[src/rtl/fpu_uint64_to_fp80_pkg.sv]
// Shared FPU definitions: FP80 field layout, exponent constants, converter state
// encoding and the normalization step reused by the BCD sequencers.
package fpu_uint64_to_fp80_pkg;

    localparam int FP80_SIGN_BIT = 79;
    localparam int FP80_EXP_MSB  = 78;
    localparam int FP80_EXP_LSB  = 64;
    localparam int FP80_MANT_MSB = 63;

    localparam logic [14:0] EXP_BIAS       = 15'd16383;
    localparam logic [14:0] EXP_UINT64_TOP = EXP_BIAS + 15'd63;
    localparam logic [14:0] EXP_SPECIAL    = 15'h7FFF;

    typedef enum logic {
        ST_IDLE = 1'b0,
        ST_NORM = 1'b1
    } conv_state_t;

    typedef struct packed {
        logic [63:0] mant;
        logic [5:0]  cnt;
        logic        last;
    } norm_step_t;

    // One normalization action: finished, coarse 16-bit shift, or 1-bit shift.
    function automatic norm_step_t fpu_norm_step(input logic [63:0] mant, input logic [5:0] cnt);
        norm_step_t r;
        r.mant = mant;
        r.cnt  = cnt;
        r.last = 1'b0;
        if (mant[63]) begin
            r.last = 1'b1;
        end else if (mant[63:48] == 16'd0) begin
            r.mant = mant << 16;
            r.cnt  = cnt + 6'd16;
        end else begin
            r.mant = mant << 1;
            r.cnt  = cnt + 6'd1;
        end
        return r;
    endfunction

endpackage

[src/rtl/fpu_uint64_to_fp80.sv]
// Exact uint64 + sign to FP80 converter; iterative normalization under an
// IDLE/NORM FSM with an enable/done handshake.
module fpu_uint64_to_fp80
    import fpu_uint64_to_fp80_pkg::*;
(
    input  logic        clk,
    input  logic        reset,
    input  logic        enable,
    input  logic [63:0] uint_in,
    input  logic        sign_in,
    output logic [79:0] fp_out,
    output logic        done,
    output logic        busy,
    output logic        flag_inexact
);

    conv_state_t state, state_nxt;
    logic [63:0] mant, mant_nxt;
    logic [5:0]  shift_cnt, cnt_nxt;
    logic        sign, sign_nxt;
    logic [79:0] fp_nxt;
    logic        done_nxt;
    norm_step_t  step;

    always_ff @(posedge clk) begin
        if (!reset) begin
            state     <= ST_IDLE;
            mant      <= 64'd0;
            shift_cnt <= 6'd0;
            sign      <= 1'b0;
            fp_out    <= 80'd0;
            done      <= 1'b0;
        end else begin
            state     <= state_nxt;
            mant      <= mant_nxt;
            shift_cnt <= cnt_nxt;
            sign      <= sign_nxt;
            fp_out    <= fp_nxt;
            done      <= done_nxt;
        end
    end

    always_comb step = fpu_norm_step(mant, shift_cnt);

    always_comb begin
        state_nxt = state;
        mant_nxt  = mant;
        cnt_nxt   = shift_cnt;
        sign_nxt  = sign;
        fp_nxt    = fp_out;
        done_nxt  = 1'b0;
        case (state)
            ST_IDLE: begin
                if (enable) begin
                    if (uint_in == 64'd0) begin
                        // Signed zero keeps its sign with a zero exponent.
                        fp_nxt   = {sign_in, 79'd0};
                        done_nxt = 1'b1;
                    end else begin
                        mant_nxt  = uint_in;
                        sign_nxt  = sign_in;
                        cnt_nxt   = 6'd0;
                        state_nxt = ST_NORM;
                    end
                end
            end
            ST_NORM: begin
                if (step.last) begin
                    fp_nxt[FP80_SIGN_BIT]               = sign;
                    fp_nxt[FP80_EXP_MSB:FP80_EXP_LSB]   = EXP_UINT64_TOP - {9'd0, shift_cnt};
                    fp_nxt[FP80_MANT_MSB:0]             = mant;
                    done_nxt  = 1'b1;
                    state_nxt = ST_IDLE;
                end else begin
                    mant_nxt = step.mant;
                    cnt_nxt  = step.cnt;
                end
            end
            default: state_nxt = ST_IDLE;
        endcase
    end

    assign busy         = (state != ST_IDLE);
    assign flag_inexact = 1'b0;

endmodule

[config.mk]
export PLATFORM = sky130hd
export DESIGN_NAME = fpu_uint64_to_fp80
export DESIGN_NICKNAME = d
export VERILOG_FILES = /design/src/rtl/fpu_uint64_to_fp80_pkg.sv /design/src/rtl/fpu_uint64_to_fp80.sv
export SDC_FILE = /design/constraint.sdc
export NUM_CORES = 1
export LEC_CHECK = 0
export ABC_CLOCK_PERIOD_IN_PS = 5500
export CORE_MARGIN = 1.5
export CORE_UTILIZATION = 60
export DETAILED_ROUTE_END_ITERATION = 7
export DONT_BUFFER_PORTS = 1
export PLACE_DENSITY = 0.84
export SLEW_MARGIN = 40
export SYNTH_ARGS = -nofsm -noshare
export SYNTH_HDL_FRONTEND = slang
export SYNTH_SLANG_ARGS = --single-unit
[constraint.sdc]
create_clock -name clk -period 5.5 [get_ports clk]
set_clock_uncertainty 0.1 [all_clocks]
set_input_delay 0.55 -clock clk [delete_from_list [all_inputs] [get_ports clk]]
set_output_delay 0.55 -clock clk [all_outputs]
set_load 0.005 [all_outputs]
==> flow_metrics.tcl <==
set metrics [dict create \
    actual_slew_at_the_worst_max_slew_pin_ns 0.8449 \
    post_cts_hold_buffer_count 0 \
    ys_seq_elements 150 \
    timing.critical_path.from_type "input port" \
    worst_ep_arrival_time_ns 3.47 \
    cts_root_buf "sky130_fd_sc_hd__clkbuf_16" \
    timing.critical_path.buf_inv 1 \
    detail_route.wirelength_mm 20.07 \
    synth-compound-area-share_pct 25.80 \
    synth_sequential_area_ratio_pct 43.86 \
    detail_route.vias_per_cell 7.096 \
    drt_pass_1_iters 6 \
    cts_made_buffers 17 \
    syn-mean-instance-area_sq_um 8.537 \
    io-pin-count 151 \
    critical_path_class "in2reg" \
    core_area_sq_mm 0.01098 \
    synth_top_flop_cell "sky130_fd_sc_hd__dfxtp_1" \
    grt_pass1_vias 5834 \
    worst-endpoint-required_ns 5.66 \
    rsz0062_at_grt "false" \
    ys_warn_count 0 \
    cts_num_sinks 150 \
    slew_headroom_pct 43.59 \
    area_delta_synth_final_pct 7.675 \
    post-place-cells 864 \
    initial_core_util_pct 62.34 \
    worst_path_dominant_cell_family "simple AND/OR/NAND/NOR gates" \
    design_area_sq_mm 0.007372 \
    fillCellCount 869 \
    remaining_drc_errors 0 \
    synth_fp_nets 874 \
    n_antenna_cell 0 \
    most_used_standard_cell_by_instance_count_after_synthesis "sky130_fd_sc_hd__dfxtp_1" \
    gr-usage-all-layers_pct 33.64 \
    clk-insertion-delay-late_ns 0.42 \
    synth-simple-area-share_pct 17.40 \
    worst_setup_hold_path_clk_slew_ns 0.06 \
    critPathMaxFanout 42 \
    cts-root-to-sink-buffers 2 \
    grt_first_pass_wirelength_mm 30.90 \
    worst_setup_path_end_kind "flop" \
    reg2reg_slack_ns 2.28 \
    yosys-top-cells-count "150 x sky130_fd_sc_hd__dfxtp_1, 100 x sky130_fd_sc_hd__nand2_1, 75 x sky130_fd_sc_hd__o21ai_0, 66 x sky130_fd_sc_hd__nor2_1, 59 x sky130_fd_sc_hd__clkbuf_1" \
    final_critical_path_required_period_ns 3.315 \
    instances_no_fill 895 \
    syn-cell-area_sq_mm 0.006847 \
    cts.repair.resized 0 \
    vdd_drop_max_uv 214.7 \
    cts_setup_buffers 0 \
    synth.area.top_cells "sky130_fd_sc_hd__dfxtp_1 44%, sky130_fd_sc_hd__a221oi_1 6.0%, sky130_fd_sc_hd__nand2_1 5.5%" \
    place_hpwl_mm 12.88 \
    dr_total_vias 6351 \
    max_freq_mhz 301.7 \
    synth_cell_type_count 45 \
    area_after_detailed_placement_sq_mm 0.006738 \
    status "finished, final reports clean" \
    final-setup-viol-count 0 \
    syn-instance-count 802 \
    grt_overflow_total 0 \
    floorplan.rows 38 \
    synth-edff-count 0 \
    cts_tree "yes" \
    grt_max_degree 168 \
    muxShareOfSynthArea_pct 5.720 \
    grt_antenna_before_repair 0 \
    synth_top_family_by_area "compound AO/OA/AOI/OAI gates" \
    htree_levels 4 \
    layout_worst_path_cycle_share_pct 60.26 \
    power_leakage_nw 2.578 \
    synth_xor_area_share_pct 0.5117 \
    drtAntennaViolNets 0 \
    synth_adder_area_share_pct 0.7310 \
    timing.hold.worst.class "in2reg" \
    synthDominantAreaCellType "sky130_fd_sc_hd__dfxtp_1" \
    cap_violations 0 \
    report.final.slew_viol_count 0 \
    p_total_mw 2.856 \
    dieHeight_microns 109.8 \
    synth-async-reset-ratio_pct 0 \
    fp.dieW_microns 109.8 \
    slowest_stage "sky130_fd_sc_hd__or4_1" \
    path_cells "nor4_1 > nand4_1 > or4_1 > o21ai_4 > buf_4 > o22ai_1" \
    layout-drive-gt1-share_pct 12.58 \
    finalNetCount 815 \
    synthDominantCellAreaShare_pct 43.86 \
    crit_path_max_incr_delay_ns 0.79 \
    totalNegativeSetupSlack_ns 0 \
    detail_route.wl_per_cell_microns 22.43 \
    gpl.final_weighted_congestion 0.8963 \
    drtIter0Drc 887 \
    power.density_mw_per_mm2 387.4 \
    hold_viol_final 0 \
    dieArea_sq_mm 0.01206 \
    io_buf_count 0 \
]
[power by group]
group          switching (mW)  leakage (nW)  total (mW)  internal [mW]
logic                   0.189          1.05       0.337          0.148
registers              0.0984          1.23        1.25           1.16
clock network           0.462         0.302        1.26          0.801
total                   0.750          2.58        2.86           2.11
[placed cells by master, fill, tap and decap left out, drive strengths merged, types with 2 or more instances in the layout]
master	instances
mux2i	2
ha	4
nand2	101
o22ai	16
clkinv	4
clkbuf	18
a21oi	38
mux2	33
a211oi	4
and2	2
a22oi	33
nor2	66
inv	3
nor4	22
nand3	50
o221a	16
nand4	16
xor2	3
bufinv	5
o211ai	2
a2bb2oi	14
a221oi	47
nand2b	2
buf	8
clkinvlp	3
dfxtp	150
o32ai	3
o21ai	78
[layout make-up]
type | instances | area (sq um) | share of cell area (%)
Multi-Input combinational cell | 564 | 3465 | 47.00
Clock inverter | 13 | 205.2 | 2.783
Clock buffer | 18 | 429.2 | 5.821
Timing Repair Buffer | 8 | 87.58 | 1.188
Inverter | 2 | 7.507 | 0.1018
Tap cell | 140 | 175.2 | 2.376
Sequential cell | 150 | 3003 | 40.73
[metal layers]
| layer | GRT usage [%] | wire (microns) | up-vias | share of wire [%] |
|---|---|---|---|---|
| met2 | 51.69 | 9111 | 436 | 45 |
| met1 | 44.62 | 7757 | 2975 | 39 |
| met3 | 9.781 | 2585 | 73 | 13 |
| met5 | 0 | 0 | - | 0 |
| met4 | 12.80 | 616 | 0 | 3.1 |
| li1 | - | - | 2867 | - |
[cell families after synthesis]
group                      Yosys count
and+or+nand+nor                    264
DFF                                150
muxes                               35
buffers and inverters               88
AOI/OAI and AO/OA                  256
other                                1
adders and majority gates            4
xor gates and xnor gates             4
[state kept, by name, indices dropped and copies added, names as in the netlist]
signal     cells
done           1
fp_out        77
busy           1
mant          64
sign           1
shift_cnt      6
[worst paths after layout]
check                         startpoint                   endpoint  cells after the start
setup / recovery             uint_in[60]    fp_out[49]$_SDFFE_PN0P_                      6
hold / removal                   sign_in          sign$_SDFFE_PN0P_                      2
setup reg to reg         busy$_SDFF_PN0_  shift_cnt[2]$_SDFFE_PN0P_                      7
hold reg to reg   fp_out[2]$_SDFFE_PN0P_     fp_out[2]$_SDFFE_PN0P_                      2
[worst reg2reg max path: stages, from the launching register on]
cell and delay (ns):
sky130_fd_sc_hd__dfxtp_1 0.87, sky130_fd_sc_hd__inv_1 0.09, sky130_fd_sc_hd__buf_4 0.33, sky130_fd_sc_hd__nor2_4 0.63, sky130_fd_sc_hd__buf_4 0.58, sky130_fd_sc_hd__nand2_1 0.22, sky130_fd_sc_hd__o21ai_0 0.21, sky130_fd_sc_hd__o211a_1 0.15
[per-stage QoR]
step / hold slack, ns / setup WS, ns / utilization (%)
2_1_floorplan: 0.3447 / 3.090 / -
3_3_place_gp: 0.3629 / 1.877 / 60.90
3_5_place_dp: 0.3691 / 1.792 / 61.35
4_1_cts: 0.1639 / 2.195 / 67.12
5_1_grt: 0.1795 / 1.960 / 67.12
6_report: 0.1745 / 2.185 / 67.12
No activity file was read; power rests on OpenSTA's default activity.
